<file path="src/rtl/spi_slave_mode0_regif.sv">
// -----------------------------------------------------------------------------
// spi_slave_mode0_regif
//
// SPI mode 0 slave (CPOL=0, CPHA=0). It converts 16-bit MSB-first frames into
// register-bus accesses. Frame layout: bit15 = R/W (1 = read), bits14:8 =
// address, bits7:0 = write data (ignored for reads). The block runs only on
// sclk. It samples on the rising edge and drives miso on the falling edge.
//
// Ports:
//   sclk         in   SPI clock, the only clock of the block
//   rst_n        in   asynchronous active-low reset
//   ss_n         in   slave select, active-low; high aborts or ends a frame
//   mosi         in   serial data from the master
//   miso         out  serial data to the master (0 when idle, never tri-stated)
//   addr_out     out  [6:0] register address of the current or last frame
//   data_out     out  [7:0] write data of the last write frame
//   write_enable out  write strobe, rising edge 16 to the next falling edge
//   data_in      in   [7:0] read data for addr_out (combinational register file)
//   done         out  frame-complete strobe, same timing as write_enable
//   rx_frame     out  [15:0] last complete received frame
// -----------------------------------------------------------------------------
module spi_slave_mode0_regif (
    input  logic        sclk,
    input  logic        rst_n,
    input  logic        ss_n,
    input  logic        mosi,
    output logic        miso,
    output logic [6:0]  addr_out,
    output logic [7:0]  data_out,
    output logic        write_enable,
    input  logic [7:0]  data_in,
    output logic        done,
    output logic [15:0] rx_frame
);

    // Frame-local state is cleared by reset and also whenever ss_n is high.
    logic        clr_s;
    logic [3:0]  cnt_r;
    logic [15:0] shift_r;
    logic [15:0] shift_nxt_s;
    logic        addr_phase_s;
    logic        frame_end_s;
    logic        rw_r;
    logic [7:0]  tx_r;

    // The strobes are the XOR of a toggle set on the rising edge and a copy of
    // that toggle taken on the falling edge. A strobe therefore lasts from the
    // 16th rising edge to the next falling edge, and the block needs no
    // dual-edge flop. Both halves clear together when a frame is aborted, so a
    // stale difference cannot reappear in the next window.
    logic        we_rise_r;
    logic        we_fall_r;
    logic        done_rise_r;
    logic        done_fall_r;

    assign clr_s = (~rst_n) | ss_n;

    // Next shift value and the two decode points of a frame.
    always_comb begin
        shift_nxt_s  = {shift_r[14:0], mosi};
        addr_phase_s = (cnt_r == 4'd7);
        frame_end_s  = (cnt_r == 4'd15);
    end

    // Bit counter and receive shift register. The counter wraps to 0 after the 16th bit.
    always_ff @(posedge sclk or posedge clr_s) begin
        if (clr_s) begin
            cnt_r   <= 4'd0;
            shift_r <= 16'h0000;
        end else begin
            cnt_r   <= cnt_r + 4'd1;
            shift_r <= shift_nxt_s;
        end
    end

    // Strobe set toggles, flipped on the 16th rising edge.
    always_ff @(posedge sclk or posedge clr_s) begin
        if (clr_s) begin
            we_rise_r   <= 1'b0;
            done_rise_r <= 1'b0;
        end else if (frame_end_s) begin
            done_rise_r <= ~done_rise_r;
            if (!shift_nxt_s[15]) begin
                we_rise_r <= ~we_rise_r;
            end else begin
                we_rise_r <= we_rise_r;
            end
        end else begin
            we_rise_r   <= we_rise_r;
            done_rise_r <= done_rise_r;
        end
    end

    // Strobe acknowledge: the falling edge catches up with the set toggles.
    always_ff @(negedge sclk or posedge clr_s) begin
        if (clr_s) begin
            we_fall_r   <= 1'b0;
            done_fall_r <= 1'b0;
        end else begin
            we_fall_r   <= we_rise_r;
            done_fall_r <= done_rise_r;
        end
    end

    // Read data serializer. data_in is loaded one falling edge after addr_out
    // settles and then shifted MSB first during frame bits 7..0.
    always_ff @(negedge sclk or posedge clr_s) begin
        if (clr_s) begin
            tx_r <= 8'h00;
        end else if (rw_r && (cnt_r == 4'd8)) begin
            tx_r <= data_in;
        end else if (rw_r && (cnt_r >= 4'd9)) begin
            tx_r <= {tx_r[6:0], 1'b0};
        end else begin
            tx_r <= 8'h00;
        end
    end

    // Register-bus outputs. Only reset clears them, so they hold across ss_n high.
    always_ff @(posedge sclk or negedge rst_n) begin
        if (!rst_n) begin
            addr_out <= 7'h00;
            data_out <= 8'h00;
            rx_frame <= 16'h0000;
            rw_r     <= 1'b0;
        end else if (!ss_n) begin
            if (addr_phase_s) begin
                addr_out <= shift_nxt_s[6:0];
                rw_r     <= shift_nxt_s[7];
            end else if (frame_end_s) begin
                addr_out <= shift_nxt_s[14:8];
                rx_frame <= shift_nxt_s;
                if (!shift_nxt_s[15]) begin
                    data_out <= shift_nxt_s[7:0];
                end else begin
                    data_out <= data_out;
                end
            end else begin
                addr_out <= addr_out;
            end
        end else begin
            addr_out <= addr_out;
        end
    end

    assign miso         = tx_r[7];
    assign write_enable = we_rise_r ^ we_fall_r;
    assign done         = done_rise_r ^ done_fall_r;

endmodule

</file>
<file path="config.mk">
export PLATFORM = sky130hd
export DESIGN_NAME = spi_slave_mode0_regif
export DESIGN_NICKNAME = d
export VERILOG_FILES = /design/src/rtl/spi_slave_mode0_regif.sv
export SDC_FILE = /design/constraint.sdc
export NUM_CORES = 1
export LEC_CHECK = 0
export ABC_AREA = 1
export CAP_MARGIN = 10
export CORE_UTILIZATION = 46
export CTS_BUF_LIST = sky130_fd_sc_hd__clkbuf_2 sky130_fd_sc_hd__clkbuf_4 sky130_fd_sc_hd__clkbuf_8
export CTS_CLUSTER_SIZE = 30
export DETAILED_ROUTE_END_ITERATION = 6
export HOLD_SLACK_MARGIN = 0.03
export PLACE_DENSITY_LB_ADDON = 0.1
export SETUP_SLACK_MARGIN = 0.1
export SYNTH_ARGS = -nofsm -noshare
export SYNTH_HDL_FRONTEND = slang
export SYNTH_SLANG_ARGS = --single-unit
</file>
<file path="constraint.sdc">
create_clock -name sclk -period 3.2 [get_ports sclk]
set_input_delay 0.48 -clock sclk [delete_from_list [all_inputs] [get_ports sclk]]
set_output_delay 0.48 -clock sclk [all_outputs]
set_load 0.05 [all_outputs]
</file>
; ---- Word level (Yosys, flattened, before mapping)
; Cells that the tools add are included.
; Widths: inputs -> output; s select.
[word_totals]
regBits = 63
out_inout_bits = 34
elab_cells = 37
[classes]
add_sub_neg = 1
n_lt_le_gt_ge = 1
n_eq_ne = 3
mux = 4
n_bitwise = 9
reduce_logical = 8
[op_table]
columns = cell, count
row1 = $mux 8, 2
row2 = $mux 7, 2
row3 = $eq 4x4->1 const B, 2
row4 = $not 1->1, 6
row5 = $reduce_and 2->1, 3
row6 = $add 4x1->4 const B, 1
row7 = $eq 4x3->1 const B, 1
row8 = $ge 4x4->1 const B, 1
row9 = $reduce_and 4->1, 1
row10 = $reduce_and 3->1, 1
row11 = $logic_and 1x1->1, 2
row12 = $reduce_bool 2->1, 1
row13 = $xor 1x1->1, 2
row14 = $or 1x1->1, 1

; ---- Depth between registers and ports, before layout
[depth]
ltp_word = 4
ltp_mapped = 8
ltp_nobuf = 7

==> metrics <==
Syn Inst Count=241; die width=75.4 um; Post-Synth Simple-Gate Area=22.8%; worst setup path category=reg -> out; Synth Area in Compound Gates=4.34%; IO Count=46; Final TNS setup=0 ns; final hold violations=0; Slowest-stage cell, CP=dfrtn_1; flop2flop setup slack=0.23 ns; Worst-path clk slew=0.06 ns; share of post-route cells with drive strength above 1=13.1%; Synth Warn #=0; clock sinks=63; RSZ-0062 raised after global routing=yes; initial antenna violation count=0; H-tree depth=3; Crit Path Max Fanout=1; Post-Syn Area=2480 um^2; worst hold slack=0.373 ns; Setup-failing EPs final=0; HP Class=reg -> reg; pin count of the biggest net entering global routing=33; Post-synth ARST share=100%; Die ar.=5690 um^2; wire length per cell=12.3 um; CTS max path bufs=2; flops & latches, synth=63; Max-Slew Margin vs Limit=66.1%; DRT Wirelength=4520 um; largest family of logic cells by synthesized area=simple AND/OR/NAND/NOR gates; Worst-Skew Late Latency=0.33 ns; Crit. End Element=output pin; xor and xnor area share after synthesis=1.41%; Iter 0 DRT Violations=126; Lkg Pwr=1.57 nW; Buf+Inv Stages, Crit Path=1; post-CTS sizing=0; Unique masters post-synth=25; Mean Syn Cell Area=10.3 um^2; Synth Area in Adders=1.01%; sequential-to-total area share from yosys stat=63.5%; Crit path max-delay family=flip-flops; Post-synth top flop=dfrtp_1; R2R depth=6; number of diodes=0; root buffer cell=clkbuf_8; I/O Buffers=45; max-cap viol count=0; post-DP HPWL=3040 um; worst r2r src=cnt_r[0]$_DFF_PP0_; P per Cell Area=564 nW/um^2; hold path cells=0; VDD IR max=333 uV; CP Cell Sequence=xor2_2, buf_12; CP max stage delay=0.43 ns; Vias=1709; CP startpoint=done_fall_r$_DFF_NP0_; syn nets=255; hold path startpoint=shift_r[13]$_DFF_PP0_; DRC errors left=0; Worst Hold Path EP=shift_r[14]$_DFF_PP0_; startpoint types=flip-flop; worst slew pin tran=0.507 ns; worst reg2reg endpoint=tx_r[6]$_DFF_NP0_; Layout area overhead=27.8%; Final Max Tran Viols=0; CTS tree=yes; number of global-route vias before repair=1596; initial cell density of the core=48.3%; TritonRoute pass-1 iters=4; final net count=306; Clock Skew=0.00992 ns; CORE AREA=5140 um^2; first-pass GRT wire length=7520 um; total gr overflow=0; CTS Buf Count=9; vias per std cell=4.66; EDFF count, synth=0; Chip Height=75.4 um; Hold Buf Count CTS=0; row count=26; worst endpoint required time=2.72 ns; GRT Util Overall=18.5%; Arr. time, crit path=2.69 ns; Detail Route Antenna Nets=0; RD Place Congestion=0.767; multiplexer share of the synthesized area=0%; status=finished clean
-- stage by stage --
stage                     util (%)  setup slack, ns  total power (W)  std cells  area, um^2
final                         61.7           0.0287          0.00179        367        3170
after CTS                     61.7          0.00481          0.00181        367        3170
after floorplan                  -            0.217          0.00106        241        2500
after global placement        58.2            0.340          0.00118        351        2990
after detailed placement      58.2            0.246          0.00118        351        2990
after global routing          61.7         -0.00809          0.00186        367        3170
-- routing by layer --
metal / up-vias / wire, um / part of all wire [%] / GRT usage [%]
met5: - / 0 / 0 / 0
met4: 0 / 104 / 2.3 / 10.5
met3: 9 / 172 / 3.8 / 4.50
met2: 38 / 1980 / 44 / 25.6
met1: 806 / 2260 / 50 / 26.7
li1: 856 / - / - / -
-- cell families after synthesis --
group	count (synthesis)
AOI/OAI and AO/OA	17
xor gates and xnor gates	4
adders and majority gates	2
buffers and inverters	25
DFF	63
and+or+nand+nor	130
-- layout make-up --
type | count | area, um^2
Fill cell | 473 | 1970
Sequential cell | 63 | 1580
Multi-Input combinational cell | 153 | 751
Timing Repair Buffer | 48 | 503
Clock buffer | 13 | 166
Tap cell | 70 | 87.6
Inverter | 17 | 71.3
Clock inverter | 3 | 16.3
-- state kept, by name (all words and copies together), names as in the netlist --
name,cells
done_rise_r,1
addr_out,7
data_out,8
rw_r,1
shift_r,15
tx_r,8
we_fall_r,1
done_fall_r,1
we_rise_r,1
rx_frame,16
cnt_r,4
-- Yosys cell counts, types with 2 or more instances --
cell,n,area share (%)
nor2_1,18,2.7
inv_1,14,2.1
nand2_1,89,13
xor2_1,4,1.4
dfrtp_1,53,53
nand3_1,9,1.8
o21ai_1,3,0.60
nand2_2,2,0.50
a21oi_1,7,1.4
buf_12,2,1.6
o21ai_2,6,2.1
ha_1,2,1.0
dfrtn_1,10,10
nand4_1,8,2.0
buf_6,4,1.8
-- how the worst max path moves through the flow --
stage | end | slack, ns | depth (start not counted)
after floorplan | done | 0.22 | 1
after global placement | tx_r[7]$_DFF_NP0_ | 0.34 | 6
after detailed placement | tx_r[6]$_DFF_NP0_ | 0.25 | 6
after CTS | done | 0.005 | 2
after global routing | write_enable | -0.008 | 2
final | done | 0.03 | 2
-- placed cells by master, fill, tap and decap left out --
master and n:
a21oi_1 7, buf_12 3, buf_4 3, clkbuf_4 2, clkbuf_8 11, clkdlybuf4s50_1 42, clkinv_2 2, dfrtn_1 10
dfrtp_1 53, ha_1 2, inv_1 14, inv_2 1, inv_4 2, inv_6 1, nand2_1 89, nand2_2 2
nand2_4 1, nand3_1 9, nand3_4 1, nand3b_1 1, nand4_1 8, nor2_1 17, nor2_2 1, nor2_8 1
o21ai_0 1, o21ai_1 3, o21ai_2 6, xor2_1 2, xor2_2 2
-- timing repair --
item / 4_1_cts / 5_1_grt
gates cloned: 0 / 0
buffers inserted: 0 / 0
endpoints found under the setup margin: 2 / 2
-- report_power, final --
part	internal (W)	switching (W)
clock	0.000339	0.000288
sequential	0.000844	0.0000290
combinational	0.0000984	0.000192
Note: power is estimated with default switching activity, not from simulation.
